[src/rtl/alu_pkg.sv]
`default_nettype none
// ============================================================================
//  Module   : alu_pkg
//  Purpose  : Shared constants for the decode/operand stage and the 2-bit-op
//             ALU it feeds: ALU_op encodings, R-type funct3 values and the
//             bit offsets of the instruction fields used by decode.
//  Ports    : none (package)
//  Config   : none
//  Revision : 1.0 - initial release
// ============================================================================
package alu_pkg;

  // ALU_op encodings driven to the downstream ALU
  localparam logic [1:0] ALU_OP_XNOR = 2'b00;
  localparam logic [1:0] ALU_OP_ADD  = 2'b01;
  localparam logic [1:0] ALU_OP_AND  = 2'b10;
  localparam logic [1:0] ALU_OP_SUB  = 2'b11;

  // R-type funct3 values understood by this stage
  localparam logic [2:0] F3_ADDSUB = 3'b000;
  localparam logic [2:0] F3_XNOR   = 3'b100;
  localparam logic [2:0] F3_AND    = 3'b111;

  // Instruction field positions (LSB of each field)
  localparam int RS2_LSB  = 20;
  localparam int RS1_LSB  = 15;
  localparam int F3_LSB   = 12;
  localparam int RD_LSB   = 7;
  localparam int F7B5_BIT = 30;

endpackage : alu_pkg
`default_nettype wire

[src/rtl/reg_file.sv]
`default_nettype none
// ============================================================================
//  Module   : reg_file
//  Purpose  : 2**AW x XLEN register file with two asynchronous read ports
//             and one synchronous write port. Entry 0 always reads zero and
//             is never written. Asynchronous reset clears every entry.
//  Ports    : clk, rst            - clock, async active-high reset
//             raddr1/rdata1       - read port 1
//             raddr2/rdata2       - read port 2
//             we, waddr, wdata    - write port (ignored when waddr == 0)
//  Config   : WB_BYPASS_EN - when defined, a read of the address being
//             written this cycle returns wdata (write-through forwarding);
//             otherwise the old contents are returned until the next cycle.
//  Revision : 1.0 - initial release
// ============================================================================
module reg_file #(
  parameter int XLEN = 32,
  parameter int AW   = 5
) (
  input  logic            clk,
  input  logic            rst,
  input  logic [AW-1:0]   raddr1,
  input  logic [AW-1:0]   raddr2,
  output logic [XLEN-1:0] rdata1,
  output logic [XLEN-1:0] rdata2,
  input  logic            we,
  input  logic [AW-1:0]   waddr,
  input  logic [XLEN-1:0] wdata
);

  localparam int DEPTH = 2 ** AW;

  logic [XLEN-1:0] r_mem [DEPTH];
  logic            w_wr_en;

  assign w_wr_en = we && (waddr != '0);

  always_ff @(posedge clk or posedge rst) begin
    if (rst) begin
      for (int i = 0; i < DEPTH; i++) begin
        r_mem[i] <= '0;
      end
    end else if (w_wr_en) begin
      r_mem[waddr] <= wdata;
    end
  end

`ifdef WB_BYPASS_EN
  // Forward the in-flight write so a same-cycle reader sees the new value.
  always_comb begin
    rdata1 = r_mem[raddr1];
    rdata2 = r_mem[raddr2];
    if (w_wr_en && (waddr == raddr1)) rdata1 = wdata;
    if (w_wr_en && (waddr == raddr2)) rdata2 = wdata;
    if (raddr1 == '0) rdata1 = '0;
    if (raddr2 == '0) rdata2 = '0;
  end
`else
  always_comb begin
    rdata1 = r_mem[raddr1];
    rdata2 = r_mem[raddr2];
    if (raddr1 == '0) rdata1 = '0;
    if (raddr2 == '0) rdata2 = '0;
  end
`endif

endmodule : reg_file
`default_nettype wire

[src/rtl/id_ex_operand_stage.sv]
`default_nettype none
// ============================================================================
//  Module   : id_ex_operand_stage
//  Purpose  : Decode/operand-fetch stage ahead of the 2-bit-op ALU
//             (xnor/add/and/sub). Decodes R-type instructions, reads rs1/rs2
//             from the register file and holds the result in one valid/ready
//             pipeline slot that drives the ALU a/b/ALU_op inputs.
//  Ports    : clk, rst                    - clock, async active-high reset
//             in_valid/in_ready/in_instr  - instruction input handshake
//             flush                       - drop held and incoming instr
//             wb_we/wb_rd/wb_data         - register-file writeback
//             out_valid/out_ready         - output slot handshake
//             out_a/out_b/out_alu_op      - operands and op for the ALU
//             out_rd/out_we/out_illegal   - destination, write flag, illegal
//  Config   : WB_BYPASS_EN - same-cycle writeback forwarding into the read
//             ports (see reg_file).
//  Revision : 1.0 - initial release
// ============================================================================
module id_ex_operand_stage
  import alu_pkg::*;
#(
  parameter int XLEN = 32,
  parameter int AW   = 5
) (
  input  logic            clk,
  input  logic            rst,
  input  logic            in_valid,
  output logic            in_ready,
  input  logic [31:0]     in_instr,
  input  logic            flush,
  input  logic            wb_we,
  input  logic [AW-1:0]   wb_rd,
  input  logic [XLEN-1:0] wb_data,
  output logic            out_valid,
  input  logic            out_ready,
  output logic [XLEN-1:0] out_a,
  output logic [XLEN-1:0] out_b,
  output logic [1:0]      out_alu_op,
  output logic [AW-1:0]   out_rd,
  output logic            out_we,
  output logic            out_illegal
);

  // --------------------------------------------------------------------------
  // Field extraction
  // --------------------------------------------------------------------------
  logic [AW-1:0]   w_rs1;
  logic [AW-1:0]   w_rs2;
  logic [AW-1:0]   w_rd;
  logic [2:0]      w_funct3;
  logic            w_b30;
  logic            w_unused_bits;

  assign w_rs1    = in_instr[RS1_LSB +: AW];
  assign w_rs2    = in_instr[RS2_LSB +: AW];
  assign w_rd     = in_instr[RD_LSB  +: AW];
  assign w_funct3 = in_instr[F3_LSB  +: 3];
  assign w_b30    = in_instr[F7B5_BIT];
  // Opcode and remaining funct7 bits carry no meaning for this stage.
  assign w_unused_bits = ^{in_instr[31], in_instr[29:25], in_instr[6:0]};

  // --------------------------------------------------------------------------
  // Decode
  // --------------------------------------------------------------------------
  logic [1:0] w_alu_op;
  logic       w_illegal;
  logic       w_we;

  always_comb begin
    w_alu_op  = ALU_OP_ADD;
    w_illegal = 1'b0;
    unique case (w_funct3)
      F3_ADDSUB: w_alu_op = w_b30 ? ALU_OP_SUB : ALU_OP_ADD;
      F3_AND:    w_alu_op = ALU_OP_AND;
      F3_XNOR:   w_alu_op = ALU_OP_XNOR;
      default:   w_illegal = 1'b1;
    endcase
  end

  // Writes to x0 are architecturally discarded, so never request them.
  assign w_we = !w_illegal && (w_rd != '0);

  // --------------------------------------------------------------------------
  // Register file
  // --------------------------------------------------------------------------
  logic [XLEN-1:0] w_rs1_data;
  logic [XLEN-1:0] w_rs2_data;

  reg_file #(
    .XLEN (XLEN),
    .AW   (AW)
  ) u_reg_file (
    .clk    (clk),
    .rst    (rst),
    .raddr1 (w_rs1),
    .raddr2 (w_rs2),
    .rdata1 (w_rs1_data),
    .rdata2 (w_rs2_data),
    .we     (wb_we),
    .waddr  (wb_rd),
    .wdata  (wb_data)
  );

  // --------------------------------------------------------------------------
  // Pipeline slot
  // --------------------------------------------------------------------------
  logic            r_valid;
  logic [XLEN-1:0] r_a;
  logic [XLEN-1:0] r_b;
  logic [1:0]      r_alu_op;
  logic [AW-1:0]   r_rd;
  logic            r_we;
  logic            r_illegal;
  logic            w_capture;

  assign in_ready  = !r_valid || out_ready;
  // flush takes priority over a capture offered in the same cycle.
  assign w_capture = in_valid && in_ready && !flush;

  always_ff @(posedge clk or posedge rst) begin
    if (rst) begin
      r_valid   <= 1'b0;
      r_a       <= '0;
      r_b       <= '0;
      r_alu_op  <= '0;
      r_rd      <= '0;
      r_we      <= 1'b0;
      r_illegal <= 1'b0;
    end else if (flush) begin
      r_valid <= 1'b0;
    end else if (w_capture) begin
      r_valid   <= 1'b1;
      r_a       <= w_rs1_data;
      r_b       <= w_rs2_data;
      r_alu_op  <= w_alu_op;
      r_rd      <= w_rd;
      r_we      <= w_we;
      r_illegal <= w_illegal;
    end else if (out_ready) begin
      // Consumed with nothing new: fields keep their last value.
      r_valid <= 1'b0;
    end
  end

  assign out_valid   = r_valid;
  assign out_a       = r_a;
  assign out_b       = r_b;
  assign out_alu_op  = r_alu_op;
  assign out_rd      = r_rd;
  assign out_we      = r_we;
  assign out_illegal = r_illegal;

endmodule : id_ex_operand_stage
`default_nettype wire

[config.mk]
export PLATFORM = sky130hd
export DESIGN_NAME = id_ex_operand_stage
export DESIGN_NICKNAME = d
export VERILOG_FILES = /design/src/rtl/alu_pkg.sv /design/src/rtl/reg_file.sv /design/src/rtl/id_ex_operand_stage.sv
export SDC_FILE = /design/constraint.sdc
export NUM_CORES = 2
export LEC_CHECK = 0
export BUFFER_PORTS_ARGS = -buffer_cell sky130_fd_sc_hd__buf_4
export CAP_MARGIN = 20
export CORE_MARGIN = 3
export CORE_UTILIZATION = 50
export CTS_BUF_LIST = sky130_fd_sc_hd__clkbuf_8
export DETAILED_ROUTE_END_ITERATION = 10
export GPL_TIMING_DRIVEN = 0
export PLACE_DENSITY = 0.63
export SETUP_SLACK_MARGIN = 0.2
export SLEW_MARGIN = 15
export SYNTH_ARGS = -nofsm -noshare
export SYNTH_HDL_FRONTEND = slang
export SYNTH_SLANG_ARGS = --single-unit
[constraint.sdc]
create_clock -name clk -period 44.4 [get_ports clk]
set_clock_uncertainty 0.05 [all_clocks]
set_input_delay 4.44 -clock clk [delete_from_list [all_inputs] [get_ports clk]]
set_output_delay 4.44 -clock clk [all_outputs]
set_load 0.1 [all_outputs]
==> summary.md <==
| Metric | Value |
|---|---|
| Pre-Repair DR Iteration Count | `7` |
| DIE AREA | `around 120000 um^2` |
| Adder and majority cell fraction of the synthesized area | `0%` |
| Count of final setup violators | `0` |
| Global-route wire length before repair | `between 200 and 300 mm` |
| H-tree Lvls | `4` |
| Tightest Hold Check Type | `register to register` |
| Transition at the pin with the smallest max-transition slack | `~1.3 ns` |
| Worst hold path startpoint | `u_reg_file.r_mem[1011]` |
| Grt ovf | `0` |
| Share of synthesized area spent on multiplexers | `41.8%` |
| Seq/Total Area, Yosys | `47.7%` |
| Number of cells upsized or downsized after cts | `0` |
| Data arrival time of the critical path | `between 5 and 6 ns` |
| Parity-gate share of the synthesized area counting xor and xnor cells | `less than 1%` |
| Synthesized net count | `between 3k and 4k` |
| Ratio of final minimum period to clock period | `between 20% and 30%` |
| Post-route core utilization | `~57%` |
| Routed wirelength normalized by instance count | `between 30 and 40 um` |
| Leakage power total | `29.1 nW` |
| RSZ-0062 raised after global routing | `no` |
| EDFF count, synth | `0` |
| Final worst slack | `about 34 ns` |
| Share of post-route cells with drive strength above 1 | `53.0%` |
| Routed vias | `approximately 40k` |
| Count of state elements after synthesis | `around 1.1k` |
| Number of cells produced by synthesis | `approximately 3.9k` |
| Post-synthesis to final-layout area growth | `12.3%` |
| Min Tclk post-route | `roughly 10 ns` |
| Starting density of the core | `between 50% and 60%` |
| Critical setup path kind | `input port to primary output` |
| Worst vdd rail ir drop | `around 0.033 mV` |
| Number of design-rule violations left by the first detailed-router iteration | `3888` |
| Global Route Usage Sum | `about 34%` |
| Number of buffers created by CTS | `187` |
| Count of hold-fix buffers inserted at cts | `0` |
| Instance count after placement with tap cells included | `roughly 5.6k` |
| NumNets Final | `approximately 4.3k` |
| Number of port buffers | `approximately 130` |
| Cell repeated most along the worst path | `buf_4` |
| DP Worst Slack | `between 30 and 40 ns` |
| Layout filler cell count | `slightly above 9k` |
| MaxCap Viol Count | `0` |
| # Post-CTS Setup Buffers | `0` |
| Yosys warning total | `0` |
| CP Data Required Time | `between 30 and 40 ns` |
| Maximum count of clock buffers along a single path | `3` |
| Number of remaining DRC errors | `0` |
| Type of destination of the critical path | `primary output` |
| Flip-flop and latch area | `around 27000 um^2` |
| Placeable core region | `roughly 110000 um^2` |
| Cell-by-cell listing of the critical path | `buf_4, nand2b_1, clkbuf_1, buf_4` |
| Die Width | `345 um` |
| Non-filler cells in the finished layout | `slightly below 6k` |
| Cell type of the slowest stage on the worst timing path | `clkbuf_1` |
| Simple-gate portion of the synthesized area | `1.47%` |
| Distinct cell type count of the synthesized netlist | `54` |
| Height of the chip | `345 um` |
| Number of antenna-violating nets in the routed design | `0` |
| Result of the run | `finished clean` |
| Portion of synthesized cell area occupied by the leading cell type | `a little under half` |
| Count of pins on the block boundary | `150` |
| Final estimated routing congestion in global placement | `~0.9` |
| Final Routed Wirelength | `between 200 and 250 mm` |
| Max-slew violation count | `0` |
| Number of antenna violations at the first check in global routing | `8` |
| CTS tree | `yes` |
| Worst reg2reg startpoint | `out_valid` |
| Post-synthesis instance area | `57600 um^2` |
| Mean Syn Cell Area | `between 10 and 15 um^2` |
| Critical Path Max Stage Delay | `approximately 0.6 ns` |
| Timing startpoint of the critical path | `out_ready` |
| Startpoint class of the critical path | `input port` |
| Maximum frequency from static timing analysis | `approximately 100 MHz` |
| Final Hold Vio Count | `0` |
| Vias/cell | `6.65` |
| Multi-input logic area | `27800 um^2` |
| Pwr Density | `between 40 and 50 nW/um^2` |
| Maximum net fanout on the critical path | `9` |
| Floorplan row count | `123` |
| Dominant combinational cell family by area after synthesis | `multiplexers` |
| Source-to-sink clock delay at the later pin of the worst-skew pair | `~0.94 ns` |
| FFs w/ async S/R, synth | `between 90% and 100%` |
| Dominant synthesized flop cell | `dfrtp_1` |
| Post-DP HPWL | `between 100 and 150 mm` |
| Number of sinks handled by clock tree synthesis | `between 1k and 1.5k` |
| Largest cells by area after synthesis | `dfrtp_1 (48%), mux2_2 (26%), mux4_2 (12%), mux2i_1 (2.4%), o22ai_1 (2.0%)` |
| Top cell type by total area after synthesis | `dfrtp_1` |
| Clock root buffer master | `clkbuf_8` |
| Complex-gate fraction of the synthesized area | `just over 5%` |
| Worst slew margin | `a little over an eighth` |
| Clock transition at the registers of the reported paths | `about 0.060 ns` |
| Via count of the first global-routing pass | `39.9k` |
| Largest net degree at the start of global routing | `110` |
## path summary, 6_finish.rpt
path | end | slack (ns) | depth (start not counted)
min in group asynchronous | u_reg_file.r_mem[762] | 3.42 | 2
setup reg to reg | out_a[0] | 41.68 | 5
hold / removal | u_reg_file.r_mem[1011] | 0.43 | 1
setup / recovery | in_ready | 34.28 | 4
max in group asynchronous | u_reg_file.r_mem[468] | 38.70 | 6
hold reg to reg | u_reg_file.r_mem[1011] | 0.43 | 1
## kinds of logic after synthesis
logic type      Yosys count
compound gates          395
xor+xnor                  1
flops                  1098
mux                    1821
buf+inv                 444
simple gates            161
## stage by stage
stage / setup TNS [ns] / cell area, um^2 / hold slack (ns) / total power [W]
after global routing: 0 / 64700 / 0.438 / 0.00304
final: 0 / 64700 / 0.425 / 0.00292
after floorplan: 0 / 57600 / 0.391 / 0.00182
after detailed placement: 0 / 60800 / 0.414 / 0.00200
after CTS: 0 / 64600 / 0.430 / 0.00293
after global placement: -4336.17 / 60400 / 0.403 / 0.00198
## state kept, by name (all words and copies together) (netlist names)
register,cells
u_reg_file.r_mem,1024
out_a,32
out_b,32
out_rd,5
out_alu_op,2
out_illegal,1
out_valid,1
out_we,1
## worst max-delay path, delay by kind of cell
family,cells,cell delay [ns]
buffers and inverters,3,1.10
AND/OR/NAND/NOR,1,0.09
## cells in the final DEF (no fill, tap or decap), types with 56 or more instances in the layout
master     Yosys  final
clkbuf_8       1    244
a211oi_1      64     64
nor2_1        77     77
mux2_2      1349   1349
a2111oi_0     62     56
mux4_2       301    301
dfrtp_1     1098   1098
o22ai_1      184    184
a22o_1        60     60
inv_1          2     68
buf_4         48    176
buf_2        161    165
clkbuf_1     161    158
mux2i_1      136    136
## cells in the mapped netlist, types with 25 or more instances
library cell / n
a2111oi_0: 62
clkbuf_1: 161
dfrtp_1: 1098
mux2_2: 1349
buf_6: 25
nor2_1: 77
buf_2: 161
o22ai_1: 184
a211oi_1: 64
a22o_1: 60
mux2i_1: 136
mux4_2: 301
buf_1: 35
buf_4: 48
## area by class of cell
cell class | instances | share of cell area [%]
Tap cell | 1500 | 2.90
Inverter | 2 | 0.0232
Timing Repair Buffer | 151 | 2.14
Multi-Input combinational cell | 2378 | 43.0
Buffer | 442 | 3.56
Antenna cell | 10 | 0.0387
Clock buffer | 243 | 5.17
Clock inverter | 88 | 0.665
Sequential cell | 1098 | 42.5
## power by group
group          internal, W  switching (W)
Combinational     0.000346       0.000324
Clock             0.000493       0.000438
Sequential         0.00119       0.000134
Total              0.00203       0.000896
## routing by layer
| metal | GRT usage, % | part of all wire, % |
|---|---|---|
| met1 | 45.3 | 41 |
| met2 | 51.1 | 45 |
| met3 | 9.86 | 8.9 |
| met4 | 18.5 | 5.8 |
| met5 | 0.280 | 0.020 |
(Power assumes the default switching activity.)
